## src/rtl/approx_error_monitor.sv

```systemverilog
// Error-metric monitor for the HERLOA approximate adder: compares each approximate sum
// against the exact sum and accumulates count / sum / max of the error distance per batch.
// Optional macro APPROX_ERR_SSE_EN adds the sse output (saturating sum of squared ED).
module approx_error_monitor #(
  parameter int N     = 16,
  parameter int K     = 9,
  parameter int CNT_W = 16,
  parameter int ACC_W = 40
) (
  input  logic               clk,
  input  logic               rst,
  input  logic               start,
  input  logic [CNT_W-1:0]   num_samples,
  input  logic               in_valid,
  output logic               in_ready,
  input  logic [N-1:0]       a,
  input  logic [N-1:0]       b,
  input  logic [N-1:0]       s_approx,
  output logic               busy,
  output logic               done,
  output logic [CNT_W-1:0]   sample_cnt,
  output logic [CNT_W-1:0]   err_cnt,
  output logic [ACC_W-1:0]   sum_ed,
  output logic [N:0]         max_ed,
  output logic [7:0]         cfg_k
`ifdef APPROX_ERR_SSE_EN
  ,
  output logic [2*ACC_W-1:0] sse
`endif
);

  localparam logic [1:0] S_IDLE  = 2'd0;
  localparam logic [1:0] S_RUN   = 2'd1;
  localparam logic [1:0] S_DRAIN = 2'd2;
  localparam logic [1:0] S_DONE  = 2'd3;

  logic [1:0]       r_state;
  logic             r_in_ready;
  logic             r_busy;
  logic             r_done;
  logic [CNT_W-1:0] r_target;
  logic [CNT_W-1:0] r_sample_cnt;
  logic [CNT_W-1:0] r_err_cnt;
  logic [ACC_W-1:0] r_sum_ed;
  logic [N:0]       r_max_ed;
  logic             r_v1;
  logic [N:0]       r_exact;
  logic [N:0]       r_approx;

  logic             w_start_go;
  logic             w_accept;
  logic             w_last;
  logic [CNT_W-1:0] w_next_cnt;
  logic [N:0]       w_ed;

  function automatic logic [ACC_W-1:0] sat_add_acc(input logic [ACC_W-1:0] acc,
                                                   input logic [N:0] ed);
    logic [ACC_W:0] t;
    t = {1'b0, acc} + {{(ACC_W-N){1'b0}}, ed};
    return t[ACC_W] ? {ACC_W{1'b1}} : t[ACC_W-1:0];
  endfunction

  function automatic logic [CNT_W-1:0] sat_inc_cnt(input logic [CNT_W-1:0] cnt);
    return (cnt == {CNT_W{1'b1}}) ? cnt : cnt + CNT_W'(1);
  endfunction

  assign w_start_go = start && (r_state == S_IDLE);
  assign w_accept   = in_valid && r_in_ready;
  assign w_next_cnt = r_sample_cnt + CNT_W'(1);
  assign w_last     = w_accept && (w_next_cnt == r_target);

  // ED is an absolute difference: the approximate sum may overshoot the exact one.
  always_comb begin
    if (r_exact >= r_approx) begin
      w_ed = r_exact - r_approx;
    end else begin
      w_ed = r_approx - r_exact;
    end
  end

  // Batch control: in_ready drops the cycle after the final accept, done waits for S1 to empty.
  always_ff @(posedge clk) begin
    if (rst) begin
      r_state    <= S_IDLE;
      r_in_ready <= 1'b0;
      r_busy     <= 1'b0;
      r_done     <= 1'b0;
      r_target   <= {CNT_W{1'b0}};
    end else begin
      r_done <= 1'b0;
      case (r_state)
        S_IDLE: begin
          if (start) begin
            r_target <= num_samples;
            if (num_samples == {CNT_W{1'b0}}) begin
              r_state <= S_DONE;
              r_done  <= 1'b1;
            end else begin
              r_state    <= S_RUN;
              r_in_ready <= 1'b1;
              r_busy     <= 1'b1;
            end
          end
        end
        S_RUN: begin
          if (w_last) begin
            r_state    <= S_DRAIN;
            r_in_ready <= 1'b0;
          end
        end
        S_DRAIN: begin
          if (!r_v1) begin
            r_state <= S_DONE;
            r_done  <= 1'b1;
            r_busy  <= 1'b0;
          end
        end
        S_DONE:  r_state <= S_IDLE;
        default: begin
          r_state    <= S_IDLE;
          r_in_ready <= 1'b0;
          r_busy     <= 1'b0;
        end
      endcase
    end
  end

  // Stage 1: capture full-width exact sum and zero-extended approximate sum.
  always_ff @(posedge clk) begin
    if (rst) begin
      r_v1     <= 1'b0;
      r_exact  <= {(N+1){1'b0}};
      r_approx <= {(N+1){1'b0}};
    end else begin
      r_v1 <= w_accept;
      if (w_accept) begin
        r_exact  <= {1'b0, a} + {1'b0, b};
        r_approx <= {1'b0, s_approx};
      end
    end
  end

`ifdef APPROX_ERR_SSE_EN
  logic [2*ACC_W-1:0] r_sse;
  logic [2*N+1:0]     w_sq;

  function automatic logic [2*ACC_W-1:0] sat_add_sse(input logic [2*ACC_W-1:0] acc,
                                                     input logic [2*N+1:0] sq);
    logic [2*ACC_W:0] t;
    t = {1'b0, acc} + {{(2*ACC_W-2*N-1){1'b0}}, sq};
    return t[2*ACC_W] ? {(2*ACC_W){1'b1}} : t[2*ACC_W-1:0];
  endfunction

  assign w_sq = w_ed * w_ed;

  // Stage 2 squared-error accumulator.
  always_ff @(posedge clk) begin
    if (rst) begin
      r_sse <= {(2*ACC_W){1'b0}};
    end else if (w_start_go) begin
      r_sse <= {(2*ACC_W){1'b0}};
    end else if (r_v1) begin
      r_sse <= sat_add_sse(r_sse, w_sq);
    end
  end

  assign sse = r_sse;
`endif

  // Stage 2 result update plus the acceptance counter; all cleared by an accepted start.
  always_ff @(posedge clk) begin
    if (rst) begin
      r_sample_cnt <= {CNT_W{1'b0}};
      r_err_cnt    <= {CNT_W{1'b0}};
      r_sum_ed     <= {ACC_W{1'b0}};
      r_max_ed     <= {(N+1){1'b0}};
    end else if (w_start_go) begin
      r_sample_cnt <= {CNT_W{1'b0}};
      r_err_cnt    <= {CNT_W{1'b0}};
      r_sum_ed     <= {ACC_W{1'b0}};
      r_max_ed     <= {(N+1){1'b0}};
    end else begin
      if (w_accept) begin
        r_sample_cnt <= w_next_cnt;
      end
      if (r_v1) begin
        r_sum_ed <= sat_add_acc(r_sum_ed, w_ed);
        if (w_ed != {(N+1){1'b0}}) begin
          r_err_cnt <= sat_inc_cnt(r_err_cnt);
        end
        if (w_ed > r_max_ed) begin
          r_max_ed <= w_ed;
        end
      end
    end
  end

  assign in_ready   = r_in_ready;
  assign busy       = r_busy;
  assign done       = r_done;
  assign sample_cnt = r_sample_cnt;
  assign err_cnt    = r_err_cnt;
  assign sum_ed     = r_sum_ed;
  assign max_ed     = r_max_ed;
  assign cfg_k      = 8'(K);

endmodule

```

## config.mk

```make
export PLATFORM = sky130hd
export DESIGN_NAME = approx_error_monitor
export DESIGN_NICKNAME = d
export VERILOG_FILES = /design/src/rtl/approx_error_monitor.sv
export SDC_FILE = /design/constraint.sdc
export NUM_CORES = 1
export LEC_CHECK = 0
export CAP_MARGIN = 20
export CORE_MARGIN = 8
export CORE_UTILIZATION = 49
export CTS_CLUSTER_SIZE = 8
export DETAILED_ROUTE_END_ITERATION = 10
export HOLD_SLACK_MARGIN = 0.1
export PLACE_DENSITY_LB_ADDON = 0.12
export SLEW_MARGIN = 40
export SYNTH_ARGS = -nofsm -noshare
export SYNTH_HDL_FRONTEND = slang
export SYNTH_SLANG_ARGS = --single-unit
export TNS_END_PERCENT = 100
```

## constraint.sdc

```tcl
create_clock -name clk -period 5 [get_ports clk]
set_input_delay 1.25 -clock clk [delete_from_list [all_inputs] [get_ports clk]]
set_output_delay 1.25 -clock clk [all_outputs]
set_load 0.03 [all_outputs]
```

; ---- After elaboration in Yosys (flattened, before gate mapping)
; Index checks and enable logic that the tools add are counted.
[classes]
addsub = 6
order_cmp = 2
n_eq_ne = 9
mux = 17
bitwise = 1
n_reduce_logical = 15
[op_table]
columns = operator, count
row1 = $add A40 B17 Y41, 1
row2 = $mux W40, 1
row3 = $add A16 B1 Y16 const B, 2
row4 = $add A16 B16 Y17, 1
row5 = $ge A17 B16 Y1, 1
row6 = $gt A17 B17 Y1, 1
row7 = $mux W17, 1
row8 = $reduce_bool A17 Y1, 1
row9 = $sub A16 B17 Y17, 1
row10 = $sub A17 B16 Y17, 1
row11 = $eq A16 B16 Y1, 1
row12 = $eq A16 B16 Y1 const B, 1
row13 = $logic_not A16 Y1, 1
row14 = $mux W2, 4
row15 = $ne A2 B2 Y1 const B, 4
row16 = $pmux W2 S4, 1
row17 = $reduce_and A4 Y1, 2
row18 = $mux W1, 7
row19 = $pmux W1 S2, 3
row20 = $reduce_and A3 Y1, 2
row21 = $eq A2 B2 Y1 const B, 2
row22 = $reduce_and A2 Y1, 2
row23 = $reduce_bool A2 Y1, 2
row24 = $logic_and A1 B1 Y1, 3
row25 = 4 further kinds, 4
[totals]
register_bits = 144
in_bits = 68
output_inout_bits = 100
wordCells = 62

; ---- Logic depth before layout (Yosys ltp)
[logic_depth]
ltp_word = 5
mapped_depth = 26

; ---- Worst setup path before layout
; No wires, ideal clock.
[synth_timing]
path_kind = register -> register
startpoint = register r_exact[13]
endpoint = register r_sum_ed[10], in the netlist sum_ed[10]
setup_time_ps = 133
arrival_time_ps = 4784
t_required_ps = 4867
slack_ps = 83
stages_incl_launch_ff = 26
path_buffers = 4
synth_period_minus_slack_ps = 4917
path_cell_list = dfxtp_1 inv_1 ha_1 buf_6 nand4_1 nor4_1 a211o_2 or2_1 buf_6 a21oi_4 mux2i_1 xnor2_1 ha_1 nor2b_1 o21ai_0 a21oi_1 o21a_1 o21a_1 o21ai_0 and3_1 o21bai_1 a21oi_1 o31a_1 clkbuf_1 clkbuf_1 a21oi_1
[synth_between]
elab_chain_len = 4
[synth_lines]
columns = item, line
row1 = start: declaration, 47  ; logic [N:0] r_exact;
row2 = start signal: assignment, 132  ; r_exact <= {(N+1){1'b0}};
row3 = start signal: assignment, 137  ; r_exact <= {1'b0, a} + {1'b0, b};
row4 = $ge A17 B16 Y1, 74  ; if (r_exact >= r_approx) begin
row5 = $mux W17, 74
row6 = named net w_ed[2], 54  ; logic [N:0] w_ed;
row7 = $add A40 B17 Y41, 59  ; t = {1'b0, acc} + {{(ACC_W-N){1'b0}}, ed};
row8 = $mux W40, 60  ; return t[ACC_W] ? {ACC_W{1'b1}} : t[ACC_W-1:0];
row9 = end signal: assignment, 175  ; r_sum_ed <= {ACC_W{1'b0}};
row10 = end signal: assignment, 180  ; r_sum_ed <= {ACC_W{1'b0}};
row11 = end signal: assignment, 187  ; r_sum_ed <= sat_add_acc(r_sum_ed, w_ed);
row12 = end: declaration, 44  ; logic [ACC_W-1:0] r_sum_ed;
; The timed path passes the listed nets, and every way through them passes these cells.
; A chain may end at the register's enable or synchronous reset.

; ---- Worst setup path in the final report
[layout_timing]
startpoint = register r_exact[4]
endpoint = register r_sum_ed[37], in the netlist sum_ed[37]
; The elaborated chain is that of the path after synthesis.

==> qor.yml <==
synthesis:
  synthCells: 1268
  synth_seq_cells: 144
  synth_area_leaders: "dfxtp_1 29%, ha_1 11%, a21oi_1 6.1%"
  synth_edf_count: 0
  yosysMostFrequentCell: "nand2_1"
  syn_area_sq_mm: 0.0100
  async_reset_ff_frac: 0
  syn_area_per_cell_sq_um: 7.90
  yosys.area.top_type: "dfxtp_1"
  synth_commonest_cells: "158 x nand2_1, 144 x dfxtp_1, 122 x a21oi_1, 87 x ha_1, 78 x inv_1"
  synth_top_area_share: 0.288
  ys_warn_count: 0
  seq_area_frac_synth: 0.288
  synth.distinct_cells: 83
  synthFlopType: "dfxtp_1"
global_routing:
  grtUsageMet3: 0.0514
  grt_pass1_vias: 8990
  antenna_found_initial: 0
  busiest_layer: "met2"
  grt_use_met1: 0.286
  grt_pass1_wl_um: 45500
  track_usage: 0.212
  grt_overflow_total: 0
  grt_use_met2: 0.332
  grt_max_degree: 58
power_and_ir_drop:
  seq_power_share: 0.183
  switching_share: 0.453
  p_int_mw: 4.07
  power_density_mw_per_mm2: 584
  switchingPower_mw: 3.37
  combPwrFrac: 0.641
  pwr-share-clk: 0.176
  power.leakage_nw: 4.87
  ir_worst_vdd_mv: 0.381
die:
  die_w_um: 159
  die-area_sq_mm: 0.0253
  die_h_um: 159
  row_count: 52
  core_area_sq_mm: 0.0202
  start_util: 0.497
  io_pins: 168
detailed_routing:
  route.vias.total: 9557
  vias_per_cell: 5.55
  drt-initial-drc-count: 481
  drtAntennaViolNets: 0
  firstDrtPassIters: 5
  drc: 0
  routed_wl_um: 27300
  wire_per_inst_um: 15.9
critical_path:
  worstPathCellList: "inv_1 -> ha_1 -> buf_4 -> and3_1 -> o21ai_2 -> o211ai_2 -> a31o_1 -> a21oi_4 -> mux2i_1 -> xnor2_1 -> ha_1 -> nor2b_1 -> o21ai_0 -> a21oi_1 -> o21a_1 -> o21a_1 -> o21ai_2 -> and3_1 -> or3_4 -> a211o_1 -> and3_4 -> a311oi_1"
  critPathMaxFanout: 7
  critPathKind: "register to register"
  crit_path_max_incr_delay_ns: 0.41
  cp_slowest_cell: "or3_4"
  cp.required_ns: 5.34
  end_kind: "register"
  start_kind: "register"
  critPathArrivalTime_ns: 5.13
timing:
  period_share: 0.958
  finalMaxSlewViolations: 0
  finalCriticalPeriod_ns: 4.79
  finalClockSkew_ns: 0.00915
  fmax_mhz: 209
  setup_violations: 0
  worstMarginPinSlew_ns: 0.796
  slew_headroom: 0.469
  hold_viol_final: 0
  setup_tns_ns: 0
placed_design:
  place_hpwl_um: 21000
  placement.io_buffers: 159
  place_inst: 1687
  gp_congestion: 0.927
layout:
  antenna_cells: 0
  fillCellCount: 1831
  drive_above_1_share: 0.101
  regArea_sq_mm: 0.00289
  multi_input_area_sq_mm: 0.00662
  num-nets-final: 1598
  layout.cells.non_filler: 1721
  syn_to_final_growth_pct: 27.3
cts:
  h-tree-depth: 4
  cts_buffers: 17
  clk_path_buf_depth: 2
  ctsHoldBuffers: 0
  cts_tree: "done"
  clock_sinks: 144
  cts_root_buffer: "clkbuf_16"
  clkTransAtPathRegs_ns: 0.06
  insertion_delay_ns: 0.43
flow_run:
  max_cap_viol_count: 0
hold_path:
  holdCritPathClass: "register to register"
outcome:
  status: "finished clean"
state kept, by name (all words and copies together) (netlist names):
| name | cells |
|---|---|
| sum_ed | 40 |
| max_ed | 17 |
| r_exact | 17 |
| err_cnt | 16 |
| r_approx | 16 |
| r_target | 16 |
| sample_cnt | 16 |
| r_state | 2 |
| busy | 1 |
| done | 1 |
| in_ready | 1 |
| r_v1 | 1 |
cells by family (layout without fill, tap and decap cells):
kind of cell	Yosys count	after routing	share of synthesized area
xor+xnor	76	76	0.0672
flops	144	144	0.288
other cells	2	8	0.000750
fa+ha+maj	91	91	0.117
buf+inv	145	322	0.0652
mux	18	18	0.0180
simple gates	436	436	0.217
compound gates	356	356	0.227
worst max-delay path, delay by kind of cell, from the launching register on:
family | cells | cell delay (ns)
adder cells (fa/ha/maj) | 2 | 0.68
multiplexers | 1 | 0.23
XOR/XNOR | 1 | 0.14
AO/OA/AOI/OAI | 11 | 1.97
AND/OR/NAND/NOR | 5 | 1.07
flip-flops | 1 | 0.35
buffers and inverters | 2 | 0.23
power by group through the flow:
stage / Combinational, mW / Clock, mW / Sequential (mW)
2_1_floorplan: 3.20 / 0 / 1.44
3_3_place_gp: 4.55 / 0 / 1.38
3_5_place_dp: 4.59 / 0 / 1.39
4_1_cts: 4.64 / 1.34 / 1.36
5_1_grt: 5.23 / 1.39 / 1.38
6_report: 4.77 / 1.31 / 1.36
metrics by stage:
| step | hold WS (ns) | power, mW | area [sq um] | setup WS, ns | util |
|---|---|---|---|---|---|
| floorplan | 0.448 | 4.65 | 10000 | 0.0833 | - |
| global placement | 0.458 | 5.92 | 12000 | 0.202 | 0.596 |
| detailed placement | 0.465 | 5.98 | 12000 | 0.0993 | 0.596 |
| CTS | 0.474 | 7.33 | 12600 | 0.0898 | 0.626 |
| global route | 0.477 | 8.00 | 12800 | -0.000997 | 0.633 |
| finish | 0.461 | 7.45 | 12800 | 0.210 | 0.633 |
what timing repair did:
action | CTS | global route
resized for setup | 0 | 26
setup endpoints to repair | 0 | 40
buffers inserted | 0 | 3
routing by layer:
layer | share of wire | vias to the layer above | wire [um]
met5 | 0 | - | 0
met4 | 0.013 | 0 | 357
met3 | 0.060 | 25 | 1640
met2 | 0.45 | 271 | 12200
met1 | 0.48 | 4426 | 13100
li1 | - | 4835 | -
layout by cell type, fill, tap and decap left out, drive strengths merged, types with 4 or more instances in the layout:
master         count
dfxtp            144
or2               10
a32oi              7
a21o              22
conb               8
buf               55
xor2              36
xnor2             40
inv               85
a211o              6
o21a              21
nor4              11
clkdlybuf4s50    158
or4                9
nand2b            10
o21bai             4
and3              24
or3               21
and2              12
and4               8
o21ai             73
clkbuf            17
nor3              22
nand2            158
a221oi             4
a21boi             4
nand3             31
mux2i             18
ha                87
a31oi             23
a211oi            21
nand4             19
nor2b             14
o211ai            11
a21oi            126
nor2              79
o31ai              4
a311oi             8
fa                 4
cell type report:
type | instances | share of cell area
clock inverters | 14 | 0.0134
clock buffers | 17 | 0.0333
multi-input cells | 985 | 0.519
well taps | 270 | 0.0265
repair buffers | 213 | 0.158
inverters | 78 | 0.0229
flip-flops and latches | 144 | 0.227
path summary, 6_finish.rpt:
path                            startpoint          to  slack (ns)  depth (start not counted)
worst max register to register  r_exact[4]  sum_ed[37]        0.21                         22
worst max-delay path            r_exact[4]  sum_ed[37]        0.21                         22
worst min register to register  r_exact[3]  r_exact[3]        0.46                          2
worst min-delay path            r_exact[3]  r_exact[3]        0.46                          2
(Power assumes the default switching activity.)
